===== src/rtl/joy_serial_scan.sv =====
// Serial scanner for 74HC165-chained SNAC/DB15 adapters: drives load/shift clock,
// deserialises active-low button bits into active-high per-player words with presence.
module joy_serial_scan #(
    parameter int DIV     = 24,
    parameter int PLAYERS = 2,
    parameter int BITS    = 12,
    parameter int GAP     = 8
) (
    input  logic                      clk_sys,
    input  logic                      reset,
    input  logic                      enable,
    input  logic                      joy_data,
    output logic                      joy_clk,
    output logic                      joy_load,
    output logic [PLAYERS*BITS-1:0]   joystick,
    output logic [PLAYERS-1:0]        present,
    output logic                      valid,
    output logic                      changed
);

    localparam int TOTAL = PLAYERS * BITS;
    localparam int DW    = $clog2(DIV);
    localparam int KW    = (TOTAL > 1) ? $clog2(TOTAL) : 1;
    localparam int GW    = $clog2(GAP + 1);

    localparam logic [DW-1:0] DIV_LAST = DW'(DIV - 1);
    localparam logic [KW-1:0] K_LAST   = KW'(TOTAL - 1);
    localparam logic [GW-1:0] GAP_INIT = GW'(GAP);

    typedef enum logic [2:0] {
        S_IDLE     = 3'd0,
        S_LOAD     = 3'd1,
        S_SHIFT_LO = 3'd2,
        S_SHIFT_HI = 3'd3,
        S_GAP      = 3'd4
    } state_t;

    state_t               state_q, state_d;
    logic [DW-1:0]        div_q, div_d;
    logic [KW-1:0]        k_q, k_d;
    logic [GW-1:0]        gap_q, gap_d;
    logic [TOTAL-1:0]     shift_q, shift_d;
    logic [TOTAL-1:0]     joystick_q, joystick_d;
    logic [PLAYERS-1:0]   present_q, present_d;
    logic                 valid_q, valid_d;
    logic                 changed_q, changed_d;
    logic                 joy_clk_q, joy_clk_d;
    logic                 joy_load_q, joy_load_d;
    logic                 tick_s;
    logic [PLAYERS-1:0]   pres_s;
    logic [TOTAL-1:0]     masked_s;

    // A player whose inverted samples are all ones had its line stuck low: no adapter.
    function automatic logic [PLAYERS-1:0] detect_present(input logic [TOTAL-1:0] frame);
        logic [PLAYERS-1:0] pres;
        pres = {PLAYERS{1'b0}};
        for (int p = 0; p < PLAYERS; p++) begin
            pres[p] = ~(&frame[p*BITS +: BITS]);
        end
        return pres;
    endfunction

    function automatic logic [TOTAL-1:0] mask_frame(input logic [TOTAL-1:0] frame,
                                                    input logic [PLAYERS-1:0] pres);
        logic [TOTAL-1:0] m;
        m = {TOTAL{1'b0}};
        for (int p = 0; p < PLAYERS; p++) begin
            m[p*BITS +: BITS] = pres[p] ? frame[p*BITS +: BITS] : {BITS{1'b0}};
        end
        return m;
    endfunction

    // Next-state logic: tick divider, scan FSM, frame latch and output strobes.
    always_comb begin
        tick_s     = (div_q == DIV_LAST);
        div_d      = tick_s ? {DW{1'b0}} : div_q + DW'(1);
        pres_s     = detect_present(shift_q);
        masked_s   = mask_frame(shift_q, pres_s);
        state_d    = state_q;
        k_d        = k_q;
        gap_d      = gap_q;
        shift_d    = shift_q;
        joystick_d = joystick_q;
        present_d  = present_q;
        valid_d    = 1'b0;
        changed_d  = 1'b0;
        if (tick_s) begin
            case (state_q)
                S_IDLE: begin
                    if (enable) begin
                        state_d = S_LOAD;
                    end else begin
                        state_d = S_IDLE;
                    end
                end
                S_LOAD: begin
                    k_d     = {KW{1'b0}};
                    state_d = S_SHIFT_LO;
                end
                S_SHIFT_LO: begin
                    shift_d[k_q] = ~joy_data;
                    state_d      = S_SHIFT_HI;
                end
                S_SHIFT_HI: begin
                    if (k_q < K_LAST) begin
                        k_d     = k_q + KW'(1);
                        state_d = S_SHIFT_LO;
                    end else begin
                        joystick_d = masked_s;
                        present_d  = pres_s;
                        valid_d    = 1'b1;
                        changed_d  = (masked_s != joystick_q);
                        gap_d      = GAP_INIT;
                        state_d    = S_GAP;
                    end
                end
                S_GAP: begin
                    // Leaving on the tick that would bring the count to zero gives exactly GAP ticks.
                    if (gap_q > GW'(1)) begin
                        gap_d = gap_q - GW'(1);
                    end else begin
                        gap_d   = {GW{1'b0}};
                        state_d = enable ? S_LOAD : S_IDLE;
                    end
                end
                default: begin
                    state_d = S_IDLE;
                end
            endcase
        end else begin
            state_d = state_q;
        end
        if (state_d == S_IDLE && !enable) begin
            joystick_d = {TOTAL{1'b0}};
            present_d  = {PLAYERS{1'b0}};
        end else begin
            joystick_d = joystick_d;
        end
        joy_clk_d  = (state_d == S_SHIFT_HI);
        joy_load_d = (state_d != S_LOAD);
    end

    // State and output registers with synchronous reset.
    always_ff @(posedge clk_sys) begin
        if (reset) begin
            state_q    <= S_IDLE;
            div_q      <= {DW{1'b0}};
            k_q        <= {KW{1'b0}};
            gap_q      <= {GW{1'b0}};
            shift_q    <= {TOTAL{1'b0}};
            joystick_q <= {TOTAL{1'b0}};
            present_q  <= {PLAYERS{1'b0}};
            valid_q    <= 1'b0;
            changed_q  <= 1'b0;
            joy_clk_q  <= 1'b0;
            joy_load_q <= 1'b1;
        end else begin
            state_q    <= state_d;
            div_q      <= div_d;
            k_q        <= k_d;
            gap_q      <= gap_d;
            shift_q    <= shift_d;
            joystick_q <= joystick_d;
            present_q  <= present_d;
            valid_q    <= valid_d;
            changed_q  <= changed_d;
            joy_clk_q  <= joy_clk_d;
            joy_load_q <= joy_load_d;
        end
    end

    assign joy_clk  = joy_clk_q;
    assign joy_load = joy_load_q;
    assign joystick = joystick_q;
    assign present  = present_q;
    assign valid    = valid_q;
    assign changed  = changed_q;

endmodule


===== config.mk =====
export PLATFORM = sky130hd
export DESIGN_NAME = joy_serial_scan
export DESIGN_NICKNAME = d
export VERILOG_FILES = /design/src/rtl/joy_serial_scan.sv
export SDC_FILE = /design/constraint.sdc
export NUM_CORES = 1
export LEC_CHECK = 0
export CAP_MARGIN = 20
export CORE_ASPECT_RATIO = 0.7
export CORE_UTILIZATION = 30
export CTS_BUF_LIST = sky130_fd_sc_hd__clkbuf_4 sky130_fd_sc_hd__clkbuf_8 sky130_fd_sc_hd__clkbuf_16
export CTS_CLUSTER_SIZE = 40
export DETAILED_ROUTE_END_ITERATION = 10
export SETUP_SLACK_MARGIN = 0.02
export SLEW_MARGIN = 20
export SYNTH_ARGS = -nofsm -noshare
export SYNTH_HDL_FRONTEND = slang
export SYNTH_SLANG_ARGS = --single-unit

===== constraint.sdc =====
create_clock -name clk_sys -period 3.8 [get_ports clk_sys]
set_input_delay 0.95 -clock clk_sys [delete_from_list [all_inputs] [get_ports clk_sys]]
set_output_delay 0.95 -clock clk_sys [all_outputs]
set_load 0.01 [all_outputs]

# --- Yosys cells after proc, flatten, opt, wreduce, memory -nomap -nowiden ---
# Cells that the tools add are included.
word_totals:
  output_inout_bits: 30
  elab_cells: 67
  ramBits: 0
  latchBits: 0
  n_memories: 0
  ff_bits: 71
  mem_bits_ro: 0
classes:
  div_mod_pow: 0
  order_cmp: 4
  shift: 0
  bitwise: 6
  mul: 0
  reduce_logical: 17
  n_mux: 16
  addsub: 3
  eq_ne: 10
ops:
  columns: ["op", "count"]
  rows:
  - ["bitwise mux 24 bit", 1]
  - ["2-to-1 mux 12 bit", 2]
  - ["!= test 24 bit", 1]
  - ["AND reduction 12 bit", 2]
  - ["case mux 3 bit (5 select lines)", 1]
  - ["adder 5 x 1 -> 5 bit (second input constant)", 2]
  - ["case mux 5 bit (2 select lines)", 1]
  - ["equality test 3 x 2 -> 1 bit (second input constant)", 3]
  - ["2-to-1 mux 3 bit", 3]
  - ["AND reduction 3 bit", 3]
  - ["2-to-1 mux 4 bit", 2]
  - ["case mux 4 bit (2 select lines)", 1]
  - ["zero test 3 bit", 2]
  - ["< comparator 5 x 6 -> 1 bit (second input constant)", 1]
  - ["inverter 1 bit", 6]
  - ["demux 1 bit (select 5 bit)", 1]
  - ["equality test 5 bit (second input constant)", 1]
  - ["greater-or-equal comparator 5 x 1 -> 1 bit (second input constant)", 1]
  - ["< comparator 5 bit (second input constant)", 1]
  - ["2-to-1 mux 5 bit", 1]
  - ["greater-than comparator 4 x 1 -> 1 bit (second input constant)", 1]
  - ["!= test 2 bit (second input constant)", 2]
  - ["nonzero test 2 bit", 2]
  - ["OR reduction 2 bit", 2]
  - ["10 further kinds", 13]

# --- Depth between registers and ports, before layout ---
# Gate-level depths: netlist (run 1).
depth:
  depth_word: 7
  depth_mapped: 8
  mapped_depth_nobuf: 7

# --- Worst setup path after synthesis (run 1) ---
# Ideal clock, no wire load.
synth_path:
  kind: "register -> register"
  start: "register div_q[0]"
  end: "register gap_q[2]"
  path_buffers: 1
  period_less_slack_ns: 2.249
  setup_slack_ns: 1.551
  arrival_time_ns: 2.178
  stages_incl_launch_ff: 8
  cell_sequence: "dfxtp_1 > ha_1 > nand4b_4 > or4b_4 > and2_1 > buf_6 > or4b_1 > a21oi_1"
synth_via:
  elab_chain_len: 2
synth_rtl:
  columns: ["item", "line_no", "source"]
  rows:
  - ["from (decl)", "39", "logic [DW-1:0] div_q, div_d;"]
  - ["from (signal assigned)", "147", "div_q <= {DW{1'b0}};"]
  - ["from (signal assigned)", "159", "div_q <= div_d;"]
  - ["equality test 5 bit", "75", "tick_s = (div_q == DIV_LAST);"]
  - ["AND reduction 3 bit (no line)", null, null]
  - ["to (signal assigned)", "149", "gap_q <= {GW{1'b0}};"]
  - ["to (signal assigned)", "161", "gap_q <= gap_d;"]
  - ["to (decl)", "41", "logic [GW-1:0] gap_q, gap_d;"]
# Every way passes these cells.
# A chain may end at the register's enable or synchronous reset.

# --- Final worst setup path (run 1) ---
layout_path:
  start: "register div_q[0]"
  end: "register shift_q[4]"
layout_via:
  elab_chain_len: 2
layout_rtl:
  columns: ["item", "line_no", "source"]
  rows:
  - ["equality test 5 bit", "75", null]
  - ["AND reduction 2 bit (no line)", null, null]
  - ["to (signal assigned)", "150", "shift_q <= {TOTAL{1'b0}};"]
  - ["to (signal assigned)", "162", "shift_q <= shift_d;"]
  - ["to (decl)", "42", "logic [TOTAL-1:0] shift_q, shift_d;"]
# Every way passes these cells.

==> reports/metrics.yaml, run 1 <==
place:
  place.gp.congestion: 0.823
  dp_cells: 580
  numPortBuffers: 33
  place_ws_ns: 1.20
  hpwlAfterDp_mm: 6.28
routing:
  via_per_inst: 5.53
  wl_per_cell_um: 15.8
  vias: 3296
  drc: 0
  ant_nets: 0
  wl_mm: 9.45
  drt_iter0_drc: 374
  firstDrtPassIters: 4
timing:
  relSlewSlack_pct: 26.2
  fin_crit_sh_pct: 69.5
  hold-worst-slack_ns: 0.465
  clock_skew_ns: 0.00711
  setup_slack_ns: 1.16
  report.final.setup_viol: 0
  worst_pin_slew_ns: 1.10
  rsz0062_at_grt: "false"
  maxSlewViolCount: 0
  fin_crit_ns: 2.64
  max_freq_ghz: 0.379
  finalHoldViolCount: 0
  tns_ns: 0
hold_path:
  hp-class: "reg -> reg"
  hp-start: "div_q[0]$_SDFF_PP0_"
  min_to: "div_q[0]$_SDFF_PP0_"
  hold_depth: 1
layout:
  area_growth_syn_to_layout_pct: 21.2
  multiInputGateArea_sq_mm: 0.00190
  finalNonFillerCells: 596
  final_util_pct: 37.9
  drive_gt1_share_pct: 5.87
  diodes: 0
  fill_cells: 1104
  regArea_sq_mm: 0.00142
  final_nets: 449
cts:
  clock_sinks: 71
  cts_setup_buffers: 0
  clk_pin_slew_ns: 0.06
  clk_latency_ns: 0.34
  cts_root_buf: "clkbuf_16"
  ctsHoldBuffers: 0
  cts.path.max_buffers: 2
  ctsHtreeMaxLevel: 3
  cts_buffers: 9
  cts_tree: "built"
  cts_resized: 0
critical_path:
  critPathLaunchType: "flip-flop"
  crit_path_end_kind: "flip-flop"
  reg2reg_from: "div_q[0]$_SDFF_PP0_"
  reg2reg_depth: 6
  crit_fanout: 12
  cp_num_cells: 6
  critPathBufInv: 0
  critPathArrivalTime_ns: 2.89
  critPathKind: "reg -> reg"
  crit_path_top_delay_cell: "nor2_1"
  rrSetupSlack_ns: 1.16
  reg2reg_to: "shift_q[4]$_SDFFE_PP0P_"
  crit_chain: "ha_1, and4b_1, nand3b_1, nor2_1, a21oi_1, a311oi_1"
  cp.required_ns: 4.05
  cp_top_family: "simple AND/OR/NAND/NOR gates"
  max_stage_delay_ns: 0.84
power_and_ir_drop:
  ir_drop_uv: 218
  p_leak_nw: 1.41
  power-per-cell-area_mw_per_mm2: 386
logic_synthesis:
  yosysWarnings: 0
  synthArstFlopShare_pct: 0
  synth_top_cell_by_area: "dfxtp_1"
  synthAdderAreaFrac_pct: 2.51
  synth_top_area_share_pct: 40.7
  seq_area_frac_synth_pct: 40.7
  synth_compound_area_share_pct: 24.7
  synthTopCellsByArea: "dfxtp_1 41%, a21oi_1 8.2%, a311oi_1 6.5%"
  yosys.area_share.xor_xnor_pct: 3.26
  synth_top_family_by_area: "compound AO/OA/AOI/OAI gates"
  ys_ff_latch: 71
  syn_inst: 421
  synth_simple_gate_area_share_pct: 23.5
  synth_area_sq_mm: 0.00349
  synthFlopType: "dfxtp_1"
  avgSynthCellArea_sq_um: 8.29
  synth.area.mux_share_pct: 0
  mappedNetlistNets: 432
  synth_cell_types: 53
  synth_edf_count: 0
global_routing:
  antenna_found_initial: 0
  grt_pass1_wl_mm: 14.8
  grt_usage_pct: 16.3
  overflow: 0
  first_global_vias: 2778
  grt_max_degree: 39
floorplanning:
  core_sq_mm: 0.0112
  rows: 32
  ioPinCount: 34
  die-area_sq_mm: 0.0121
  die_h_um: 92.3
  dieWidth_um: 131
  start_util_pct: 31.3
outcome:
  status: "completed"
job:
  max_cap_violations: 0
-- Yosys cell counts (2+ instances only) --
cell / number
dfxtp_1: 71
a31oi_1: 2
ha_1: 7
a21oi_1: 57
nor3_1: 9
nor3b_1: 3
xnor2_1: 2
buf_2: 2
o22ai_1: 8
inv_1: 17
a311oi_1: 26
nand4_1: 8
o221ai_1: 2
xor2_1: 11
nor2b_1: 2
a221oi_1: 4
a31o_2: 2
nand3_1: 27
nand3b_1: 9
nor4_1: 9
and3b_1: 3
o211ai_1: 2
or4_1: 2
nand2_1: 43
or3_1: 3
clkbuf_1: 26
o32ai_1: 3
a2bb2oi_1: 2
nand2b_1: 2
a22oi_1: 6
o21ai_0: 4
nor2_1: 26
-- cells in the final DEF (no fill, tap or decap), types with 4 or more instances in the layout --
cell / Yosys / final
a21oi_1: 57 / 57
a221oi_1: 4 / 4
a22oi_1: 6 / 6
a311oi_1: 26 / 26
clkbuf_16: 0 / 9
clkdlybuf4s50_1: 0 / 33
dfxtp_1: 71 / 71
ha_1: 7 / 7
inv_1: 17 / 17
nand2_1: 43 / 43
nand3_1: 27 / 27
nand3b_1: 9 / 9
nand4_1: 8 / 8
nor2_1: 26 / 26
nor3_1: 9 / 9
nor4_1: 9 / 9
o21ai_0: 4 / 4
o22ai_1: 8 / 8
xor2_1: 11 / 11
-- final cells by class --
class	count	share of cell area, %
clock buffers	12	6.00
flip-flops and latches	71	33.6
well taps	153	4.52
multi-input cells	303	45.0
repair buffers	36	8.34
inverters	17	1.51
clock inverters	4	1.06
-- registers in the layout (all words and copies together) (netlist names) --
register	flops
joy_load	1
k_q	5
joystick	24
changed	1
gap_q	4
present	2
state_q	3
shift_q	24
joy_clk	1
valid	1
div_q	5
-- kinds of logic after synthesis --
group           Yosys count
simple gates            155
compound gates          128
flops                    71
buf+inv                  47
xor+xnor                 13
fa+ha+maj                 7
-- metrics by stage --
step / power (mW) / cell area (sq um)
floorplan: 0.784 / 3490
global placement: 0.795 / 3930
detailed placement: 0.796 / 3930
CTS: 1.65 / 4230
global route: 1.69 / 4230
finish: 1.63 / 4230
-- power by group --
part | internal (mW) | leakage (nW) | switching (mW)
Sequential | 0.747 | 0.572 | 0.00265
Combinational | 0.00934 | 0.689 | 0.0207
Clock | 0.537 | 0.153 | 0.315
-- routing by layer --
metal / part of all wire (%) / up-vias / GRT usage (%) / routed length (um)
met4: 1.6 / 0 / 6.61 / 152
li1: - / 1613 / - / -
met1: 50 / 1552 / 23.8 / 4750
met3: 7.1 / 11 / 4.78 / 671
met2: 41 / 120 / 21.7 / 3880
met5: 0 / - / 0 / 0
-- worst max-delay path by stage --
stage | startpoint | to | slack [ns]
after global routing | div_q[0]$_SDFF_PP0_ | shift_q[4]$_SDFFE_PP0P_ | 1.04
final | div_q[0]$_SDFF_PP0_ | shift_q[4]$_SDFFE_PP0P_ | 1.16
after detailed placement | div_q[0]$_SDFF_PP0_ | gap_q[2]$_SDFFE_PP0P_ | 1.20
after CTS | div_q[0]$_SDFF_PP0_ | shift_q[4]$_SDFFE_PP0P_ | 1.18
after global placement | div_q[0]$_SDFF_PP0_ | gap_q[2]$_SDFFE_PP0P_ | 1.26
after floorplan | div_q[0]$_SDFF_PP0_ | gap_q[2]$_SDFFE_PP0P_ | 1.55
-- worst register-to-register path: cells and delay by family, from the launching register on --
kind,cells,cell delay (ns)
AO/OA/AOI/OAI,2,0.46
adder cells (fa/ha/maj),1,0.29
flip-flops,1,0.35
AND/OR/NAND/NOR,3,1.46
Note: power is estimated with default switching activity, not from simulation.
==> run 2: changes to the inputs <==
- clock period: 3.8 -> 2.4 ns (I/O delays scaled with it)
==> reports/metrics.yaml, run 2 (synthesis gave the netlist of run 1 again) <==
outcome:
  status: "completed"  # unchanged
floorplanning:
  start_util_pct: 31.3  # unchanged
  dieWidth_um: 131  # unchanged
  die_h_um: 92.3  # unchanged
  die-area_sq_mm: 0.0121  # unchanged
  ioPinCount: 34  # unchanged
  core_sq_mm: 0.0112  # unchanged
  rows: 32  # unchanged
routing:
  ant_nets: 0  # unchanged
  drt_iter0_drc: 306  # was 374
  wl_per_cell_um: 15.6  # was 15.8 um
  drc: 0  # unchanged
  firstDrtPassIters: 4  # unchanged
  wl_mm: 9.83  # was 9.45 mm
  vias: 3400  # was 3,296
  via_per_inst: 5.38  # was 5.53
cts:
  clk_pin_slew_ns: 0.06  # about the same
  cts_setup_buffers: 0  # unchanged
  cts.path.max_buffers: 2  # unchanged
  cts_resized: 0  # unchanged
  cts_root_buf: "clkbuf_16"  # unchanged
  clock_sinks: 71  # unchanged
  clk_latency_ns: 0.33  # was 0.34 ns
  cts_tree: "built"  # unchanged
  ctsHoldBuffers: 0  # unchanged
  ctsHtreeMaxLevel: 3  # unchanged
  cts_buffers: 9  # unchanged
critical_path:
  crit_fanout: 7  # was 12
  rrSetupSlack_ns: 0.13  # was 1.16 ns
  crit_chain: "ha_1, nand4b_4, or4b_4, and2_1, or4b_1, a21oi_1"  # was ha_1, and4b_1, nand3b_1, nor2_1, a21oi_1, a311oi_1
  crit_path_top_delay_cell: "or4b_4"  # was nor2_1
  cp.required_ns: 2.66  # was 4.05 ns
  crit_path_end_kind: "flip-flop"  # unchanged
  critPathArrivalTime_ns: 2.53  # was 2.89 ns
  max_stage_delay_ns: 0.56  # was 0.84 ns
  reg2reg_from: "div_q[0]$_SDFF_PP0_"  # unchanged
  critPathKind: "reg -> reg"  # unchanged
  reg2reg_depth: 6  # unchanged
  critPathLaunchType: "flip-flop"  # unchanged
  reg2reg_to: "gap_q[2]$_SDFFE_PP0P_"  # was shift_q[4]$_SDFFE_PP0P_
timing:
  report.final.setup_viol: 0  # unchanged
  finalHoldViolCount: 0  # unchanged
  relSlewSlack_pct: 67.5  # was 26.2%
  clock_skew_ns: 0.00700  # was 0.00711 ns
  maxSlewViolCount: 0  # unchanged
  max_freq_ghz: 0.441  # was 0.379 GHz
  worst_pin_slew_ns: 0.487  # was 1.10 ns
  fin_crit_ns: 2.27  # was 2.64 ns
  fin_crit_sh_pct: 94.4  # was 69.5%
  tns_ns: 0  # unchanged
  rsz0062_at_grt: "false"  # unchanged
place:
  hpwlAfterDp_mm: 6.76  # was 6.28 mm
  numPortBuffers: 33  # unchanged
  place.gp.congestion: 0.840  # was 0.823
  dp_cells: 616  # was 580
hold_path:
  hold_depth: 1  # unchanged
  min_to: "div_q[0]$_SDFF_PP0_"  # unchanged
  hp-start: "div_q[0]$_SDFF_PP0_"  # unchanged
  hp-class: "reg -> reg"  # unchanged
global_routing:
  antenna_found_initial: 0  # unchanged
  grt_usage_pct: 17.0  # was 16.3%
  overflow: 0  # unchanged
  grt_max_degree: 39  # unchanged
  grt_pass1_wl_mm: 15.8  # was 14.8 mm
  first_global_vias: 3066  # was 2,778
power_and_ir_drop:
  p_leak_nw: 1.60  # was 1.41 nW
  power-per-cell-area_mw_per_mm2: 571  # was 386 mW/mm^2
  ir_drop_uv: 350  # was 218 uV
layout:
  diodes: 0  # unchanged
  finalNonFillerCells: 632  # was 596
  drive_gt1_share_pct: 12.9  # was 5.87%
  layout_commonest_cell: "dfxtp_1"  # unchanged
  fill_cells: 1098  # was 1,104
  final_util_pct: 40.4  # was 37.9%
  area_growth_syn_to_layout_pct: 29.3  # was 21.2%
  mostFrequentLayoutCells: "71 x dfxtp_1, 57 x a21oi_1, 43 x nand2_1, 38 x buf_4, 33 x clkdlybuf4s50_1"  # was 71 x dfxtp_1, 57 x a21oi_1, 43 x nand2_1, 33 x clkdlybuf4s50_1, 27 x nand3_1
  final_nets: 485  # was 449
job:
  max_cap_violations: 0  # unchanged
[run 2: cell types whose count changed in the layout (fill, tap and decap cells not counted), sizes merged]
cell,previous run,this run
buf,3,39
[run 2: worst max-delay path by stage]
stage                                        to           startpoint  cells past startpoint  slack, ns
after floorplan           gap_q[2]$_SDFFE_PP0P_  div_q[0]$_SDFF_PP0_                      7       0.15
after global placement    gap_q[2]$_SDFFE_PP0P_  div_q[0]$_SDFF_PP0_                      6       0.18
after detailed placement  gap_q[2]$_SDFFE_PP0P_  div_q[0]$_SDFF_PP0_                      6       0.14
after CTS                 gap_q[2]$_SDFFE_PP0P_  div_q[0]$_SDFF_PP0_                      6       0.15
after global routing      gap_q[2]$_SDFFE_PP0P_  div_q[0]$_SDFF_PP0_                      6       0.02
final                     gap_q[2]$_SDFFE_PP0P_  div_q[0]$_SDFF_PP0_                      6       0.13
[run 2: metal layers]
layer  share of wire (%)  vias to the layer above  track usage, %
met4                0.94                        0            5.65
met5                   0                        -               0
met2                  43                       87            23.8
met1                  52                     1619            25.3
met3                 4.6                        7            3.73
li1                    -                     1687               -
[run 2: report_power, final]
group	leakage [nW]	internal (mW)	switching (mW)	total (mW)
registers	0.572	1.18	0.00436	1.19
clock network	0.153	0.850	0.487	1.34
logic	0.876	0.0181	0.0342	0.0523
total	1.60	2.05	0.526	2.58
[run 2: layout make-up]
class                           count  area (sq um)  area share, %
Multi-Input combinational cell    303          1900           42.2
Sequential cell                    71          1420           31.5
Timing Repair Buffer               72           636           14.1
Clock buffer                       12           254           5.62
Tap cell                          153           191           4.24
Inverter                           17          63.8           1.41
Clock inverter                      4          45.0          0.998
[run 2: worst max-delay path, delay by kind of cell (launching register included)]
family,cells,cell delay [ns]
fa+ha+maj,1,0.29
simple gates,4,1.42
compound gates,1,0.15
flops,1,0.34
[run 2: metrics by stage]
stage / instance area (sq um) / hold slack [ns] / worst slack (ns) / power (mW)
global placement: 4220 / 0.444 / 0.180 / 1.26
floorplan: 3490 / 0.433 / 0.151 / 1.24
global route: 4520 / 0.493 / 0.0235 / 2.66
finish: 4520 / 0.457 / 0.133 / 2.58
detailed placement: 4220 / 0.457 / 0.144 / 1.26
CTS: 4520 / 0.465 / 0.147 / 2.61
